==> src/rtl/mips_pkg.sv <==
// mips_pkg: opcodes, fetch FSM states and reset PC shared by the fetch unit.
package mips_pkg;
  localparam logic [31:0] DEFAULT_RESET_PC = 32'h0000_0000;
  localparam logic [5:0] OP_RTYPE = 6'b000000;
  localparam logic [5:0] OP_LW = 6'b100011;
  localparam logic [5:0] OP_SW = 6'b101011;
  localparam logic [5:0] OP_BEQ = 6'b000100;
  typedef enum logic [1:0] {FETCH, WAIT, DISCARD} fetch_state_e;
  function automatic logic is_legal_op(input logic [5:0] op);
    return op inside {OP_RTYPE, OP_LW, OP_SW, OP_BEQ};
  endfunction
endpackage

==> src/rtl/fetch_fifo.sv <==
// fetch_fifo: synchronous instruction buffer with flush and simultaneous push/pop.
module fetch_fifo #(
  parameter int WIDTH = 64,
  parameter int DEPTH = 2,
  localparam int AW = $clog2(DEPTH),
  localparam int CW = AW + 1
) (
  input  logic             clk,
  input  logic             rst,
  input  logic             flush_i,
  input  logic             push_i,
  input  logic [WIDTH-1:0] data_i,
  input  logic             pop_i,
  output logic [WIDTH-1:0] data_o,
  output logic             valid_o,
  output logic [CW-1:0]    count_o
);
  logic [WIDTH-1:0] mem_q [DEPTH];
  logic [AW-1:0] rd_q, wr_q;
  logic [CW-1:0] count_q;
  logic do_push, do_pop;
  always_comb begin
    do_pop = pop_i && count_q != '0;
    do_push = push_i && (count_q != CW'(DEPTH) || do_pop);
    data_o = mem_q[rd_q];
    valid_o = count_q != '0;
    count_o = count_q;
  end
  always_ff @(posedge clk) begin
    if (rst || flush_i) begin
      rd_q <= '0;
      wr_q <= '0;
      count_q <= '0;
    end else begin
      if (do_push) wr_q <= wr_q + 1'b1;
      if (do_pop) rd_q <= rd_q + 1'b1;
      count_q <= count_q + CW'(do_push) - CW'(do_pop);
    end
  end
  always_ff @(posedge clk) begin
    if (do_push) mem_q[wr_q] <= data_i;
  end
endmodule

==> src/rtl/instr_fetch.sv <==
// instr_fetch: single-outstanding instruction fetch with buffered output and branch redirect.
module instr_fetch
  import mips_pkg::*;
#(
  parameter logic [31:0] RESET_PC = DEFAULT_RESET_PC,
  parameter int FIFO_DEPTH = 2
) (
  input  logic        clk,
  input  logic        rst,
  output logic        imem_req,
  output logic [31:0] imem_addr,
  input  logic        imem_ack,
  input  logic [31:0] imem_rdata,
  output logic        instr_valid,
  input  logic        instr_ready,
  output logic [31:0] instr,
  output logic [5:0]  op_code,
  output logic [31:0] instr_pc,
  output logic        instr_illegal,
  input  logic        branch_taken,
  input  logic [31:0] branch_target
);
  localparam int CW = $clog2(FIFO_DEPTH) + 1;
  fetch_state_e state_q, state_d;
  logic [31:0] pc_q, pc_d, addr_q, addr_d;
  logic [CW-1:0] count;
  logic [63:0] head;
  logic fifo_valid, push, pop;
  // Outside FETCH a request is outstanding, so it (and its address) must be held.
  always_comb begin
    imem_req = !rst && (state_q != FETCH || count < CW'(FIFO_DEPTH));
    imem_addr = state_q == FETCH ? pc_q : addr_q;
    push = imem_req && imem_ack && state_q != DISCARD && !branch_taken;
    pop = instr_valid && instr_ready;
    addr_d = imem_addr;
    pc_d = branch_taken ? (branch_target & ~32'h3) : push ? imem_addr + 32'd4 : pc_q;
    state_d = (imem_req && !imem_ack) ? ((branch_taken || state_q == DISCARD) ? DISCARD : WAIT) : FETCH;
    instr_valid = !rst && fifo_valid;
    {instr, instr_pc} = head;
    op_code = instr[31:26];
    instr_illegal = instr_valid && !is_legal_op(op_code);
  end
  always_ff @(posedge clk) begin
    if (rst) begin
      state_q <= FETCH;
      pc_q <= RESET_PC;
      addr_q <= RESET_PC;
    end else begin
      state_q <= state_d;
      pc_q <= pc_d;
      addr_q <= addr_d;
    end
  end
  fetch_fifo #(.WIDTH(64), .DEPTH(FIFO_DEPTH)) u_fifo (
    .clk(clk),
    .rst(rst),
    .flush_i(branch_taken),
    .push_i(push),
    .data_i({imem_rdata, imem_addr}),
    .pop_i(pop),
    .data_o(head),
    .valid_o(fifo_valid),
    .count_o(count)
  );
endmodule

==> config.mk <==
export PLATFORM = sky130hd
export DESIGN_NAME = instr_fetch
export DESIGN_NICKNAME = d
export VERILOG_FILES = /design/src/rtl/mips_pkg.sv /design/src/rtl/fetch_fifo.sv /design/src/rtl/instr_fetch.sv
export SDC_FILE = /design/constraint.sdc
export NUM_CORES = 1
export LEC_CHECK = 0
export CAP_MARGIN = 40
export CORE_MARGIN = 8
export CORE_UTILIZATION = 52
export CTS_CLUSTER_DIAMETER = 30
export DETAILED_ROUTE_END_ITERATION = 16
export PLACE_DENSITY = 0.81
export SLEW_MARGIN = 40
export SYNTH_ARGS = -nofsm -noshare
export SYNTH_HDL_FRONTEND = slang
export SYNTH_SLANG_ARGS = --single-unit
==> constraint.sdc <==
create_clock -name clk -period 6.26 [get_ports clk]
set_clock_uncertainty 0.2 [all_clocks]
set_input_delay 0.939 -clock clk [delete_from_list [all_inputs] [get_ports clk]]
set_output_delay 0.939 -clock clk [all_outputs]
set_load 0.05 [all_outputs]
==> key figures <==
Detailed routing
  • Post-route antenna net violation count: 0
  • First-pass DRT Iterations: 5
  • DRC viols: 0
  • DR iter-0 viols: roughly 560
  • Vias/cell: just under 6
  • Vias post-DR: about 6300
  • DRT Wirelength: roughly 21000 um
  • Routed len/inst: a little under 20 um

Worst setup path
  • Critical Path RT: 5.12 ns
  • CP max stage delay: around 0.8 ns
  • Crit Path Class: flop to output port
  • Critical path cell sequence: or2_1 > buf_4 > mux2i_1 > inv_1 > clkdlybuf4s50_1
  • Critical Path Start Type: flop
  • Worst setup EP type: output port
  • R2r setup slk: 2.75 ns
  • Crit path arrival time: between 3 and 4 ns
  • Worst-path maximum fanout: 18
  • Crit-path slowest cell: clkdlybuf4s50_1
  • Largest delay share family, worst path: buffers and inverters
  • Worst path bufs/invs: 3

Run status
  • Status: completed

STA
  • Slew headroom: a little over two fifths
  • Setup TNS: 0 ns
  • Max Freq: around 230 MHz
  • Slew @ Worst Pin: 0.856 ns
  • Max Slew Vio Count: 0
  • Period utilisation layout: between 60% and 70%
  • Fin. Hold Viols: 0
  • RSZ-0062 raised after global routing: false
  • Setup Viol. Count Final: 0
  • Final min period: about 4.3 ns

Power
  • Sw Pwr: about 750 uW
  • Reg power frac: between 40% and 50%
  • LEAKAGE: 0.00393 uW
  • Int Power: 2180 uW
  • Worst VDD drop: about 0.2 mV
  • Power density cells: 263 mW/mm^2
  • Clock share of power: 36.8%
  • Sw frac: approximately 26%
  • Combinational share of power: around an eighth

Synth
  • Post-synth EDFFs: about 130
  • Async S/R FF share, synth: 0%
  • Yosys top cell by area: edfxtp_1
  • Synthesized flop and latch total: between 150 and 200
  • Synth warn: 0
  • Leading register cell type out of synthesis: edfxtp_1
  • Post-synthesis sequential area ratio: between 60% and 70%
  • Mapped Avg Cell Area: around 13 um^2
  • Post-synth net total: around 760
  • Netlist cell types: 56
  • Area fraction of the dominant cell type after synthesis: ~45%
  • Area contributors post-synth: edfxtp_1 45%, dfxtp_1 17%, mux2_2 8.3%
  • Synth Cell Area: ~0.0086 mm^2
  • Post-Synthesis Cells: between 600 and 700

CTS
  • Post-CTS Setup Repair Bufs: 0
  • Root Buffer: clkbuf_16
  • Clock slew at reported path FFs: roughly 0.07 ns
  • Cts repair resizes: 0
  • Clock sinks: around 200
  • Number of hold buffers added after CTS: 0
  • Clk_lat worst skew: ~0.43 ns
  • H-tree levels: 4
  • CTS Buf Count: 17
  • CTS tree: yes
  • Clk buf depth: 2

Floorplan
  • Row cnt: 47
  • Starting Density: 52.6%
  • Die H: between 100 and 150 um
  • Die Area: ~0.021 mm^2
  • Core area: around 0.016 mm^2
  • Die X: about 140 um
  • # IOs: between 150 and 200

Global route
  • Vias in the first global route: between 6000 and 7000
  • GRT Total Usage: ~20%
  • Global-route wire length before repair: between 30000 and 40000 um
  • Initial antenna violation count: 0
  • Largest net degree at the start of global routing: around 70
  • GR Overflow Total: 0

Placed design
  • Placer Congestion: 0.866
  • Cell Area, Placed: 0.0105 mm^2
  • Dpl hpwl: approximately 14000 um
  • Buffers on Ports: ~170

Layout
  • Design area: roughly 0.011 mm^2
  • Final Net Count: 915
  • P&R area growth vs syn: 29.3%
  • Layout cells sized above 1: approximately 15%
  • Antenna diode count: 0
  • Final Core Density: 68.0%

Hold path
  • HP Class: flop to flop

Run
  • Max Cap Viol: 0
==> worst paths after layout <==
kind	startpoint	end	cells past startpoint
worst min-delay path	pc_q[1]	pc_q[1]	2
worst max register to register	state_q[1]	pc_q[22]	11
worst min register to register	pc_q[1]	pc_q[1]	2
worst max-delay path	state_q[0]	imem_addr[27]	5
==> metrics by stage <==
stage	power (uW)	cells	hold slack [ns]	setup WS [ns]
final	2920	1076	0.298	1.99
after global routing	3010	1076	0.330	1.84
after CTS	2930	1075	0.297	1.98
after detailed placement	1870	1043	0.290	2.17
after global placement	1860	1038	0.268	1.86
after floorplan	1730	684	0.259	0.851
==> kinds of logic (layout without fill, tap and decap cells) <==
family | count (synthesis) | in the layout | share of synthesized area, %
AO/OA/AOI/OAI | 125 | 125 | 10.2
flip-flops | 199 | 199 | 61.3
adder cells (fa/ha/maj) | 3 | 3 | 0.437
buffers and inverters | 81 | 253 | 4.41
multiplexers | 86 | 86 | 10.9
AND/OR/NAND/NOR | 177 | 177 | 11.4
XOR/XNOR | 13 | 13 | 1.32
==> flip-flops by register name (all words and copies together) (netlist names), named ones only <==
name            flops
u_fifo.rd_q         1
u_fifo.mem_q      128
u_fifo.count_o      2
u_fifo.wr_q         1
pc_q               32
state_q             2
addr_q             32
==> worst reg2reg max path, stage by stage (launching register included) <==
cell and delay (ns):
dfxtp_1 0.31, buf_4 0.26, nor2_1 0.63, nand2_1 0.19
nand2_1 0.20, ha_1 0.21, inv_1 0.10, nor3_1 0.20
buf_4 0.20, nand4_1 0.32, nor4_1 0.40, o32ai_1 0.15
==> per-layer routing <==
layer	wire length, um	GRT usage, %	vias up	part of all wire (%)
li1	-	-	2887	-
met1	8350	23.4	3050	40
met2	10700	36.6	290	51
met3	1730	5.38	27	8.2
met4	318	6.79	0	1.5
met5	0	0	-	0
==> power by group through the flow <==
stage	registers, uW	logic (uW)	clock network [uW]
final	1460	388	1080
after global routing	1460	410	1140
after CTS	1460	388	1090
after detailed placement	1490	385	0
after global placement	1480	372	0
after floorplan	1480	244	0
==> synthesized netlist by cell type (6+ instances only) <==
cell type  count
a21oi_1       23
a221oi_1       6
a31oi_1       24
and2_1        19
buf_2          9
buf_4          9
clkbuf_1      23
dfxtp_1       71
edfxtp_1     128
inv_1         33
mux2_2        63
mux2i_1       23
nand2_1       41
nand3_1       16
nand4_1        7
nand4bb_1      7
nor2_1        37
nor2b_1        7
nor3_1         8
o211ai_1      13
o21ai_0       12
o22ai_1        6
o32ai_1       10
xnor2_1       10
==> layout by cell type (no fill, tap or decap), drive strengths merged, types with 7 or more instances in the layout <==
master and count:
clkdlybuf4s50 170, edfxtp 128, dfxtp 71, mux2 63, nand2 41, nor2 37
inv 36, a31oi 24, mux2i 23, a21oi 23, and2 19, clkbuf 19
nand3 16, buf 16, o211ai 13, o21ai 12, o32ai 10, xnor2 10
nor3 9, clkinv 8, nand4bb 7, nand4 7, nor2b 7
==> area by class of cell <==
cell class / instances / area (um^2)
multi-input combinational: 404 / 2970
tap: 220 / 275
inverter: 34 / 128
fill: 1214 / 5240
clock buffer: 18 / 429
timing repair buffer: 187 / 1890
sequential: 199 / 5270
clock inverter: 14 / 153
Note: power is estimated with default switching activity, not from simulation.
